## config.mk

```make
export PLATFORM = sky130hd
export DESIGN_NAME = train_detector
export DESIGN_NICKNAME = d
export VERILOG_FILES = /design/src/rtl/train_detector.sv
export SDC_FILE = /design/constraint.sdc
export NUM_CORES = 1
export LEC_CHECK = 0
export BUFFER_PORTS_ARGS = -buffer_cell sky130_fd_sc_hd__buf_2
export CORE_MARGIN = 2
export CORE_UTILIZATION = 51
export DETAILED_ROUTE_END_ITERATION = 10
export GPL_TIMING_DRIVEN = 0
export PLACE_DENSITY = 0.73
export SYNTH_ARGS = -nofsm -noshare
export SYNTH_HDL_FRONTEND = slang
export SYNTH_SLANG_ARGS = --single-unit
```

## constraint.sdc

```tcl
create_clock -name clk -period 1.6 [get_ports clk]
set_clock_uncertainty 0.15 [all_clocks]
set_input_delay 0 -clock clk [delete_from_list [all_inputs] [get_ports clk]]
set_output_delay 0 -clock clk [all_outputs]
set_load 0.01 [all_outputs]
```

## src/rtl/train_detector.sv

```systemverilog
// Track-side occupancy detector: debounces approach/exit sensors, counts trains
// in the section and latches a fail-safe fault that holds `train` high.
module train_detector #(
    parameter int unsigned DEBOUNCE   = 4,
    parameter int unsigned MAX_TRAINS = 3,
    parameter int unsigned TIMEOUT    = 1000
) (
    input  logic                              clk,
    input  logic                              rst,
    input  logic                              enter_s,
    input  logic                              exit_s,
    output logic                              train,
    output logic [$clog2(MAX_TRAINS+1)-1:0]   count,
    output logic                              fault
);

    localparam int unsigned CW = $clog2(MAX_TRAINS + 1);
    localparam int unsigned DW = (DEBOUNCE > 1) ? $clog2(DEBOUNCE) : 1;
    localparam int unsigned TW = $clog2(TIMEOUT);

    typedef enum logic [1:0] {
        IDLE  = 2'd0,
        OCC   = 2'd1,
        FAULT = 2'd2
    } state_e;

    state_e        state_q, state_d;
    logic [CW-1:0] count_q, count_d;
    logic [TW-1:0] timer_q, timer_d;
    logic          train_q, train_d;
    logic          fault_q, fault_d;

    // Index 0 is the approach sensor, index 1 the exit sensor.
    logic [1:0]    raw;
    logic [1:0]    deb_q, deb_d;
    logic [1:0]    deb_prev_q, deb_prev_d;
    logic [1:0]    ev_q, ev_d;
    logic [DW-1:0] dcnt_q [2];
    logic [DW-1:0] dcnt_d [2];

    logic          ent, ext;

    assign raw = {exit_s, enter_s};
    assign ent = ev_q[0];
    assign ext = ev_q[1];

    // Debounce, rising-edge event generation and occupancy FSM.
    always_comb begin
        deb_d      = deb_q;
        dcnt_d     = dcnt_q;
        deb_prev_d = deb_q;
        ev_d       = deb_q & ~deb_prev_q;
        state_d    = state_q;
        count_d    = count_q;
        timer_d    = '0;

        for (int i = 0; i < 2; i++) begin
            if (raw[i] != deb_q[i]) begin
                if (dcnt_q[i] == DW'(DEBOUNCE - 1)) begin
                    deb_d[i]  = raw[i];
                    dcnt_d[i] = '0;
                end else begin
                    dcnt_d[i] = dcnt_q[i] + DW'(1);
                end
            end else begin
                dcnt_d[i] = '0;
            end
        end

        case (state_q)
            IDLE: begin
                if (ent && !ext) begin
                    state_d = OCC;
                    count_d = CW'(1);
                end else if (ext && !ent) begin
                    state_d = FAULT;
                end
            end
            OCC: begin
                if (ent && ext) begin
                    timer_d = '0;
                end else if (ent) begin
                    if (count_q == CW'(MAX_TRAINS)) begin
                        state_d = FAULT;
                    end else begin
                        count_d = count_q + CW'(1);
                    end
                end else if (ext) begin
                    count_d = count_q - CW'(1);
                    if (count_q == CW'(1)) begin
                        state_d = IDLE;
                    end
                end else if (timer_q == TW'(TIMEOUT - 1)) begin
                    state_d = FAULT;
                end else begin
                    timer_d = timer_q + TW'(1);
                end
            end
            FAULT: begin
                state_d = FAULT;
            end
            default: begin
                state_d = FAULT;
            end
        endcase

        train_d = (state_d != IDLE);
        fault_d = (state_d == FAULT);
    end

    always_ff @(posedge clk) begin
        if (rst) begin
            state_q    <= IDLE;
            count_q    <= '0;
            timer_q    <= '0;
            train_q    <= 1'b0;
            fault_q    <= 1'b0;
            deb_q      <= '0;
            deb_prev_q <= '0;
            ev_q       <= '0;
            dcnt_q[0]  <= '0;
            dcnt_q[1]  <= '0;
        end else begin
            state_q    <= state_d;
            count_q    <= count_d;
            timer_q    <= timer_d;
            train_q    <= train_d;
            fault_q    <= fault_d;
            deb_q      <= deb_d;
            deb_prev_q <= deb_prev_d;
            ev_q       <= ev_d;
            dcnt_q[0]  <= dcnt_d[0];
            dcnt_q[1]  <= dcnt_d[1];
        end
    end

    assign train = train_q;
    assign count = count_q;
    assign fault = fault_q;

endmodule

```

==> qor.txt <==
Cell Chain, Critical Path: ha_4, nand4b_1, nor3_4, or4b_4, nor2_2
GP Congestion: 0.6607
Synth Instances: 119
DRT iter0 DRCs: 9
kind of cell adding the most delay to the critical path: simple AND/OR/NAND/NOR gates
initial antenna violation count: 0
Num CTS Buffers: 3
clk_lat worst skew: 310 ps
Nets: 153
Seq/Total Area, Yosys: 46.17%
period utilization: 102.7%
vias in the first global route: 821
Final Hold Viols: 0
Synth Area per Inst: 9.473 µm²
CTS clk-pin slew, worst paths: 130 ps
Hold WC Path Type: reg -> reg
RSZ-0062 raised after global routing: yes
Final HPWL DP: 1392 µm
CP endpoint kind: register
CTS tree: done
diode count: 0
Routed Antenna Nets: 0
outcome: complete, but fails checks
number of detailed-route iterations in the first pass: 4
Post-Syn Area: 0.001127 mm²
worst rel slew slack: 73.64%
Sequential Area: 534.3 µm²
Syn-to-layout area delta: 26.86%
GR Overflow Total: 0
YS warnings: 0
Worst Tran Pin Value: 395.4 ps
share of layout cells above drive strength 1: 30.77%
clock root buffer: clkbuf_4
Place WS: -237.7 ps
PnR Total Power: 1.126 mW
power density cells: 787.6 mW/mm²
critical path type: reg -> reg
Fin Setup TNS: -333.1 ps
Final WS setup: -43.16 ps
Non-Filler Instances: 171
failing checks: negative setup slack
register bit total from synthesis: 26
die area: 0.002603 mm²
Worst EP required: 1720 ps
Routed Wire Length: 2268 µm
crit path max fanout: 5
worst path bufs/invs: 0
CP startpoint kind: register
Synth cell types: 31
Via density: 5.187
CTS Buffer Depth: 2
total clock sinks: 26
wire length per cell: 13.26 µm
Critical Path Max Stage Delay: 560 ps
fin crit period: 1643 ps
crit path DAT: 1760 ps
# DRC: 0
DIE WIDTH: 51.02 µm
FMAX: 608.6 MHz
Final Setup Violations: 12
largest net degree at the start of global routing: 16
global-route wire length before repair: 3470 µm
Core Area: 0.002148 mm²
die height: 51.02 µm
dpl cells: 154
I/O pin count: 8
syn_nets: 128
worst-case vdd ir drop: 0.6125 mV
IO buf count: 7
Max-Cap Viols: 0
Starting Density: 52.48%
Core Rows: 17
fillers: 183
Final Max Slew Viols: 0
H-tree levels: 1
GRT Util Overall: 17.86%
Crit-path slowest cell: or4b_4
via count: 887
Pleak: 0.5323 nW
area of the multi-input gates: 630.6 µm²
-- report_power, final --
part	internal (mW)	switching [mW]	leakage (nW)
Clock	0.253	0.184	0.0279
Combinational	0.0183	0.0185	0.291
Sequential	0.649	0.00353	0.213
Total	0.921	0.206	0.532
-- area by class of cell --
| class | instances | area share [%] |
|---|---|---|
| timing repair buffer | 20 | 9.799 |
| buffer | 2 | 0.7874 |
| clock buffer | 3 | 1.575 |
| sequential | 26 | 37.36 |
| tap | 28 | 2.450 |
| inverter | 7 | 1.837 |
| clock inverter | 1 | 2.100 |
| multi-input combinational | 84 | 44.09 |
-- cells by family (layout without fill, tap and decap cells) --
family / after synthesis / count (layout) / synth area share, %
fa+ha+maj: 5 / 5 / 5.549
flops: 26 / 26 / 46.17
xor+xnor: 11 / 11 / 8.546
mux: 2 / 2 / 1.776
simple gates: 53 / 54 / 26.64
buf+inv: 10 / 33 / 4.106
compound gates: 12 / 12 / 7.214
-- sequential cells by signal, indices dropped and copies added, names as in the netlist --
signal and count:
timer_q 10, dcnt_q 4, deb_prev_d 2, state_q 2, deb_prev_q 2, count 2, fault 1, ev_q 2
train 1
-- what timing repair did --
action,CTS,global route
gates resized for setup,8,6
pin swaps,11,3
setup buffers,8,2
endpoints found under the setup margin,13,13
gates cloned,1,0
endpoints found under the hold margin,20,0
hold buffers,3,0
-- per-layer routing --
metal  share of wire, %  global-route usage (%)
met1                 44                   20.96
met2                 53                   31.82
met3                1.0                   1.754
met4                1.6                   9.459
met5                  0                       0
-- stage by stage --
stage / utilization (%) / area, µm² / hold slack (ps)
global route: 66.57 / 1430 / 259.0
floorplan: - / 1151 / -70.88
CTS: 64.47 / 1385 / 246.9
finish: 66.57 / 1430 / 237.1
detailed placement: 56.84 / 1221 / 80.85
global placement: 56.84 / 1221 / 81.79
-- path summary, 6_finish.rpt --
check                                    from    endpoint  slack (ps)  depth (start not counted)
worst max-delay path               timer_q[0]  timer_q[3]         -40                          5
worst min-delay path            deb_prev_q[0]     ev_q[0]         240                          1
worst max register to register     timer_q[0]  timer_q[3]         -40                          5
worst min register to register  deb_prev_q[0]     ev_q[0]         240                          1
-- cells in the mapped netlist --
cell,n,area share (%)
and2_1,1,0.56
o31a_1,1,0.78
o2111ai_1,1,0.78
and4_1,1,0.78
dfxtp_1,26,46
buf_6,1,1.0
mux2i_1,2,1.8
nand3_1,4,1.8
a22o_1,2,1.6
nor2_4,1,1.0
ha_1,5,5.5
a311oi_1,1,0.78
nand2_1,5,1.7
or3_1,2,1.1
nand2b_1,3,1.7
o21ai_0,1,0.44
xor2_1,6,4.7
nor2_1,11,3.7
nor3_1,3,1.3
buf_2,1,0.44
a21oi_1,5,2.2
nand4b_1,1,0.78
nand4_1,3,1.7
a22oi_1,1,0.67
xnor2_1,5,3.9
nor2b_1,6,3.3
clkbuf_1,1,0.33
nor2_2,9,5.0
nor4_1,2,1.1
inv_1,7,2.3
or4b_4,1,1.2
-- placed cells by master (no fill, tap or decap), types with 2 or more instances in the layout --
| cell type | netlist | routed |
|---|---|---|
| a21oi_1 | 5 | 5 |
| a22o_1 | 2 | 2 |
| buf_2 | 1 | 7 |
| buf_4 | 0 | 10 |
| clkbuf_4 | 0 | 4 |
| dfxtp_1 | 26 | 21 |
| dfxtp_2 | 0 | 2 |
| dfxtp_4 | 0 | 3 |
| dlygate4sd3_1 | 0 | 3 |
| ha_1 | 5 | 3 |
| ha_4 | 0 | 2 |
| inv_1 | 7 | 7 |
| mux2i_1 | 2 | 2 |
| nand2_1 | 5 | 5 |
| nand2b_1 | 3 | 3 |
| nand3_1 | 4 | 4 |
| nand4_1 | 3 | 3 |
| nor2_1 | 11 | 11 |
| nor2_2 | 9 | 9 |
| nor2b_1 | 6 | 6 |
| nor3_1 | 3 | 2 |
| nor4_1 | 2 | 2 |
| or3_1 | 2 | 2 |
| or4b_4 | 1 | 2 |
| xnor2_1 | 5 | 5 |
| xor2_1 | 6 | 6 |
Note: power is estimated with default switching activity, not from simulation.
